`config.mk`:
```
export PLATFORM = sky130hd
export DESIGN_NAME = univ_reg_flat
export DESIGN_NICKNAME = d
export VERILOG_FILES = /design/src/rtl/univ_reg_if.sv /design/src/rtl/univ_reg.sv /design/src/flat_wrapper.sv
export SDC_FILE = /design/constraint.sdc
export NUM_CORES = 1
export LEC_CHECK = 0
export CAP_MARGIN = 20
export CORE_MARGIN = 10
export CORE_UTILIZATION = 48
export CTS_CLUSTER_DIAMETER = 30
export DETAILED_ROUTE_END_ITERATION = 12
export GPL_ROUTABILITY_DRIVEN = 1
export PLACE_DENSITY = 0.82
export REMOVE_ABC_BUFFERS = 1
export SYNTH_ARGS = -nofsm -noshare
export SYNTH_HDL_FRONTEND = slang
export SYNTH_SLANG_ARGS = --single-unit
```
`constraint.sdc`:
```
create_clock -name C -period 2 [get_ports C]
set_input_delay 0.6 -clock C [delete_from_list [all_inputs] [get_ports C]]
set_output_delay 0.6 -clock C [all_outputs]
set_load 0.02 [all_outputs]
```
`src/rtl/univ_reg_if.sv`:
```
// Request/response bundle for the univ_reg working register.
// The master drives the operation request and the slave returns register status.
interface univ_reg_if #(
   parameter int unsigned W  = 8,
   parameter int unsigned AW = 3
);
   logic          EN;
   logic [2:0]    OP;
   logic [W-1:0]  D;
   logic          SI;
   logic [AW-1:0] AMT;
   logic [W-1:0]  Q;
   logic          SO;
   logic          CO;
   logic          Z;
   logic          BUSY;
   logic          DONE;

   modport master (
      output EN, OP, D, SI, AMT,
      input  Q, SO, CO, Z, BUSY, DONE
   );

   modport slave (
      input  EN, OP, D, SI, AMT,
      output Q, SO, CO, Z, BUSY, DONE
   );
endinterface

```
`src/rtl/univ_reg.sv`:
```
// Multi-mode W-bit working register: load, single shifts, inc/dec and
// multi-cycle shift-left / rotate-right by a programmable amount.
module univ_reg #(
   parameter int unsigned   W       = 8,
   parameter logic [W-1:0]  RST_VAL = '0,
   parameter int unsigned   AW      = 3
) (
   input logic        C,
   input logic        R,
   univ_reg_if.slave  bus
);
   localparam logic [2:0] OP_HOLD = 3'b000;
   localparam logic [2:0] OP_LOAD = 3'b001;
   localparam logic [2:0] OP_SHL1 = 3'b010;
   localparam logic [2:0] OP_SHR1 = 3'b011;
   localparam logic [2:0] OP_INC  = 3'b100;
   localparam logic [2:0] OP_DEC  = 3'b101;
   localparam logic [2:0] OP_SHLN = 3'b110;
   localparam logic [2:0] OP_RORN = 3'b111;

   typedef enum logic {IDLE, RUN} state_t;

   state_t        state, state_n;
   logic [W-1:0]  q, q_n;
   logic          so, so_n;
   logic          co, co_n;
   logic          busy, busy_n;
   logic          done, done_n;
   logic          rot, rot_n;
   logic [AW-1:0] cnt, cnt_n;

   logic [W-1:0]  step_q;
   logic          step_so;
   logic          step_rot;
   logic [W:0]    inc_sum;

   // One step of the multi-cycle op; the op kind is latched once RUN is entered.
   always_comb begin
      step_rot = (state == RUN) ? rot : bus.OP[0];
      if (step_rot) begin
         step_q  = {q[0], q[W-1:1]};
         step_so = q[0];
      end else begin
         step_q  = {q[W-2:0], bus.SI};
         step_so = q[W-1];
      end
   end

   assign inc_sum = {1'b0, q} + (W+1)'(1);

   always_ff @(posedge C or negedge R) begin
      if (!R) begin
         state <= IDLE;
         q     <= RST_VAL;
         so    <= 1'b0;
         co    <= 1'b0;
         busy  <= 1'b0;
         done  <= 1'b0;
         rot   <= 1'b0;
         cnt   <= '0;
      end else begin
         state <= state_n;
         q     <= q_n;
         so    <= so_n;
         co    <= co_n;
         busy  <= busy_n;
         done  <= done_n;
         rot   <= rot_n;
         cnt   <= cnt_n;
      end
   end

   always_comb begin
      state_n = state;
      q_n     = q;
      so_n    = so;
      co_n    = co;
      rot_n   = rot;
      cnt_n   = cnt;
      done_n  = 1'b0;
      unique case (state)
         IDLE: begin
            if (bus.EN) begin
               case (bus.OP)
                  OP_HOLD: begin
                  end
                  OP_LOAD: q_n = bus.D;
                  OP_SHL1: begin
                     q_n  = {q[W-2:0], bus.SI};
                     so_n = q[W-1];
                  end
                  OP_SHR1: begin
                     q_n  = {bus.SI, q[W-1:1]};
                     so_n = q[0];
                  end
                  OP_INC: begin
                     q_n  = inc_sum[W-1:0];
                     co_n = inc_sum[W];
                  end
                  OP_DEC: begin
                     q_n  = q - W'(1);
                     co_n = (q == '0);
                  end
                  OP_SHLN, OP_RORN: begin
                     rot_n = bus.OP[0];
                     // Amounts 0 and 1 finish on the accept edge without entering RUN.
                     if (bus.AMT == '0) begin
                        done_n = 1'b1;
                     end else begin
                        q_n  = step_q;
                        so_n = step_so;
                        if (bus.AMT == AW'(1)) begin
                           done_n = 1'b1;
                        end else begin
                           cnt_n   = bus.AMT - AW'(1);
                           state_n = RUN;
                        end
                     end
                  end
               endcase
            end
         end
         RUN: begin
            q_n   = step_q;
            so_n  = step_so;
            cnt_n = cnt - AW'(1);
            if (cnt == AW'(1)) begin
               state_n = IDLE;
               done_n  = 1'b1;
            end
         end
      endcase
      busy_n = (state_n == RUN);
   end

   assign bus.Q    = q;
   assign bus.SO   = so;
   assign bus.CO   = co;
   assign bus.BUSY = busy;
   assign bus.DONE = done;
   assign bus.Z    = (q == '0);
endmodule

```
`src/flat_wrapper.sv`:
```
// flat-port wrapper written by rule: the top's interface ports become plain ports
module univ_reg_flat 
#(
   parameter int unsigned   W       = 8,
   parameter logic [W-1:0]  RST_VAL = '0,
   parameter int unsigned   AW      = 3
)
  (C, R, bus_EN, bus_OP, bus_D, bus_SI, bus_AMT, bus_Q, bus_SO, bus_CO, bus_Z, bus_BUSY, bus_DONE);
  univ_reg_if #(.W(W), .AW(AW)) bus_i ();
  input logic C;
  input logic R;
  input wire logic [$bits(bus_i.EN)-1:0] bus_EN;
  input wire logic [$bits(bus_i.OP)-1:0] bus_OP;
  input wire logic [$bits(bus_i.D)-1:0] bus_D;
  input wire logic [$bits(bus_i.SI)-1:0] bus_SI;
  input wire logic [$bits(bus_i.AMT)-1:0] bus_AMT;
  output wire logic [$bits(bus_i.Q)-1:0] bus_Q;
  output wire logic [$bits(bus_i.SO)-1:0] bus_SO;
  output wire logic [$bits(bus_i.CO)-1:0] bus_CO;
  output wire logic [$bits(bus_i.Z)-1:0] bus_Z;
  output wire logic [$bits(bus_i.BUSY)-1:0] bus_BUSY;
  output wire logic [$bits(bus_i.DONE)-1:0] bus_DONE;
  assign bus_i.EN = bus_EN;
  assign bus_i.OP = bus_OP;
  assign bus_i.D = bus_D;
  assign bus_i.SI = bus_SI;
  assign bus_i.AMT = bus_AMT;
  assign bus_Q = bus_i.Q;
  assign bus_SO = bus_i.SO;
  assign bus_CO = bus_i.CO;
  assign bus_Z = bus_i.Z;
  assign bus_BUSY = bus_i.BUSY;
  assign bus_DONE = bus_i.DONE;
  univ_reg #(.W(W), .RST_VAL(RST_VAL), .AW(AW)) u_core (.C(C), .R(R), .bus(bus_i));
endmodule
```
* Word-level counts from Yosys, hierarchy flattened
Index checks and enable logic that the tools add are counted.
Word-level totals: register bits after elaboration 16, bits in latches 0, bits in read-only memories 0, memories kept 0, bits of input ports 18, output and inout bits 13, memory bits (writable) 0, logic and storage cells 66
Cells by class: order comparisons 0, shifts and indexed selects 0, div/mod/pow operators 0, $add $sub $neg 4, bitwise gates (word level) 1, muxes and demuxes 29, equality and inequality tests 16, multipliers 0, reductions and logical operators 9
Operators by type and width (count):
- case mux 8 bit (6 select lines) | 1
- two-way mux 8 bit | 3
- case mux 8 bit (2 select lines) | 1
- two-way mux 1 bit | 14
- equality test 3 bit, second input constant | 4
- two-way mux 3 bit | 4
- AND reduction 3 bit | 4
- adder 8 x 1 -> 9 bit, second input constant | 1
- equality test 3 x 1 -> 1 bit, second input constant | 3
- logical NOT 8 bit | 1
- inequality test 2 bit, second input constant | 4
- case mux 1 bit (2 select lines) | 4
- subtractor 8 x 1 -> 8 bit, second input constant | 1
- inequality test 7 bit, second input constant | 1
- equality test 3 x 2 -> 1 bit, second input constant | 2
- case mux 3 bit (2 select lines) | 1
- subtractor 3 x 1 -> 3 bit, second input constant | 2
- inequality test 4 bit, second input constant | 1
- AND reduction 4 bit | 1
- logical NOT 3 bit | 1
- inequality test 3 bit, second input constant | 1
- case mux 1 bit (3 select lines) | 1
- nonzero test 2 bit | 1
- OR reduction 2 bit | 1
- NOT 1 bit | 1

* Logic depth before layout (Yosys ltp)
depth after elaboration 6, mapped depth 9

* Worst setup path before layout
Ideal clock, no wire load.
path type reg-to-output, from register u_core.q[4], in the netlist u_core.bus.Q[4], to output port bus_Z, stages on the path, launching flop included 4, slack -0.316 ns, data arrival time 1.716 ns, required time 1.400 ns, path through dfrtp_1 -> buf_4 -> or4_4 -> nor4b_2
On the way: cells in the longest elaborated chain, start to end 1
Ends and longest elaborated chain:
- start, declared | line univ_reg.sv:24 | logic [W-1:0] q, q_n;
- start signal, assigned | line univ_reg.sv:63 | q <= q_n;
- logical NOT 8 bit | line univ_reg.sv:141 | assign bus.Z = (q == '0);
- end, declared | line flat_wrapper.sv:20 | output wire logic [$bits(bus_i.Z)-1:0] bus_Z;
No other way between the ends.

* Worst setup path after layout
from register u_core.q[5], in the netlist u_core.bus.Q[5], to output port bus_Z
Same word-level chain as after synthesis.

==> results.md <==
- Synth area leader: dfrtp_1
- Total global-route track usage: 17.0%
- Pre-CTS setup slack: -463 ps
- CP Launch Type: register
- EDFF count, synth: 0
- Unrepaired setup endpoints after global routing: yes
- Routed wire length: 5.40 mm
- Die area: 0.00634 sq mm
- Std-Cell Rows: 21
- Dpl hpwl: 3.98 mm
- Worst-path clk slew: 100 ps
- Setup ws final: -255 ps
- Share of cells above drive strength 1: 23.7%
- Max-slew violations: 0
- Final Hold Vio Count: 0
- Yosys Warn Count: 0
- Fin crit period: 2260 ps
- Worst slew pin tran: 305 ps
- Sequential-to-total area share from yosys stat: 23.5%
- Die width: 79.6 um
- Area share of the largest cell type after synthesis: 23.5%
- Failing checks: setup timing
- CTS tree: yes
- Fin crit share: 113%
- Min-delay src: u_core.cnt[0]$_DFFE_PN0P_
- Number of global-route vias before repair: 1798
- Clk buf depth: 2
- Hold EP: u_core.cnt[0]$_DFFE_PN0P_
- PD cells: 1200 mW/mm^2
- Via Count: 1909
- Final Power: 2840 uW
- Hold Crit Depth: 1
- # port buffers: 30
- Vias per cell: 5.97
- Initial Util: 50.3%
- Largest cells by area after synthesis: dfrtp_1, mux2i_1, ha_1
- Routed len/inst: 16.9 um
- Initial antenna violation count: 0
- 1st-pass router iterations: 5
- Cells after Synth: 218
- Most used flip-flop cell after synthesis: dfrtp_1
- Total gr overflow: 0
- H-tree depth: 1
- Syn_area_per_cell: 7.82 sq um
- Crit path arrival time: 1660 ps
- First-pass GRT wire length: 8.82 mm
- F_max: 443 MHz
- Critical Path Fanout Max: 2
- Slew margin rel.: 79.3%
- I/O pins: 31
- Sink Count: 16
- Area Overhead vs Synth: 38.8%
- Asr flop ratio synth: 100%
- Max_cap viols: 0
- # nets final: 302
- Outcome: complete, but fails checks
- Maximum vdd ir drop: 450 uV
- HP Class: reg2reg
- Final GP Congestion: 0.922
- Post-route DRC violation count: 0
- Die extent in y: 79.6 um
- R2R Setup Slk: 60 ps
- RR Startpoint: u_core.bus.Q[0]$_DFFE_PN0P_
- Area of the core: 0.00339 sq mm
- ANT cells: 0
- Distinct cells, synth: 49
- Mapped Area: 0.00171 sq mm
- Setup Crit Path Kind: reg2out
- Starting DRT DRC Count: 291
- CP Capture Type: output port
- Routed Antenna Nets: 0
- R2R cell count: 8
- Clk_skew: 4.69 ps
- # setup viols final: 1
- CTS Buf Count: 3
- Leakage: 0.00105 uW
- Skew-Pair Late Insertion Delay: 290 ps
- CP required: 1400 ps
- RR Endpoint: u_core.bus.Q[4]$_DFFE_PN0P_
- Root buf cell: clkbuf_4
- Post-synthesis register bit count: 16
- Pin count of the biggest net entering global routing: 28
## critical path, stage by stage, from the launching register on
cell	delay, ps
dfrtp_1	390
or4_4	560
nor4b_4	240
buf_4	180
## sequential cells by signal, indices dropped and copies added, names as in the netlist
register and flops:
u_core.state 1, u_core.rot 1, u_core.bus.SO 1, u_core.cnt 3, u_core.bus.CO 1, u_core.bus.DONE 1, u_core.bus.Q 8
## cells in the final DEF, fill, tap and decap left out, drive strengths merged, types with 9 or more instances in the layout
master and instances:
a21oi 12, buf 47, clkdlybuf4s50 16, dfrtp 16, dlygate4sd2 11, inv 13, mux2i 12, nor2 25
o21ai 13, xnor2 9
## cell families (layout without fill, tap and decap cells)
logic type	Yosys count	after routing	share of synthesized area, %
AO/OA/AOI/OAI	65	65	25.6
XOR/XNOR	12	12	6.16
adder cells (fa/ha/maj)	8	8	5.87
buffers and inverters	36	92	9.24
flip-flops	16	16	23.5
multiplexers	15	15	9.02
AND/OR/NAND/NOR	66	66	20.6
## report_power, final
part / leakage (uW) / internal, uW / switching [uW] / total [uW]
Clock: 0.0000138 / 70.1 / 105 / 175
Sequential: 0.000197 / 466 / 120 / 586
Combinational: 0.000843 / 895 / 1190 / 2080
## worst max path at each step
stage | start | slack, ps | endpoint | depth (start not counted)
final | u_core.bus.Q[5]$_DFFE_PN0P_ | -260 | bus_Z | 3
after global placement | u_core.bus.Q[5]$_DFFE_PN0P_ | -420 | bus_Z | 3
after global routing | u_core.bus.Q[5]$_DFFE_PN0P_ | -330 | bus_Z | 3
after detailed placement | bus_OP[2] | -460 | u_core.bus.Q[1]$_DFFE_PN0P_ | 8
after floorplan | u_core.state$_DFF_PN0_ | -440 | u_core.bus.Q[4]$_DFFE_PN0P_ | 6
after CTS | u_core.bus.Q[5]$_DFFE_PN0P_ | -260 | bus_Z | 3
## cells in the mapped netlist (2+ instances only)
master and count:
o22ai_1 7, a21oi_1 12, nand2b_1 2, a211oi_1 7, o21ai_0 11, o31ai_1 2
mux2_2 2, a221oi_1 3, nor2b_1 5, nand3_1 7, buf_1 2, o221ai_1 2
nand4_1 2, o21ai_1 2, xor2_1 3, buf_2 9, xnor2_1 9, mux2i_1 12
a22oi_1 2, inv_1 13, dfrtp_1 16, a31oi_1 7, ha_1 8, or3_1 3
nor3_1 5, o22a_1 2, nor2_1 25, clkbuf_1 10, nand2_1 8
## stage by stage
step | util [%] | TNS, ps | instances | hold slack [ps] | area (sq um)
floorplan | - | -2240 | 195 | 304 | 1600
global placement | 67.2 | -4720 | 314 | 497 | 2280
detailed placement | 67.2 | -5220 | 314 | 509 | 2280
CTS | 68.7 | -259 | 319 | 522 | 2330
global route | 69.8 | -331 | 320 | 529 | 2370
finish | 69.8 | -255 | 320 | 525 | 2370
## cell type report
type,instances,area (sq um)
Tap cell,46,57.6
Sequential cell,16,400
Multi-Input combinational cell,166,1190
Inverter,13,48.8
Clock buffer,3,22.5
Timing Repair Buffer,76,649
Fill cell,264,1020
## routing by layer
layer / vias up / GRT usage, % / routed length (um)
met3: 18 / 3.27 / 438
li1: 900 / - / -
met5: - / 0 / 0
met2: 99 / 27.8 / 2570
met1: 892 / 21.1 / 2230
met4: 0 / 7.53 / 156
## timing repair
action,in CTS,in global routing
hold buffers,0,0
setup buffers,2,1
setup endpoints to repair,20,11
pin swaps,8,3
gates resized for setup,24,8
(Power assumes the default switching activity.)
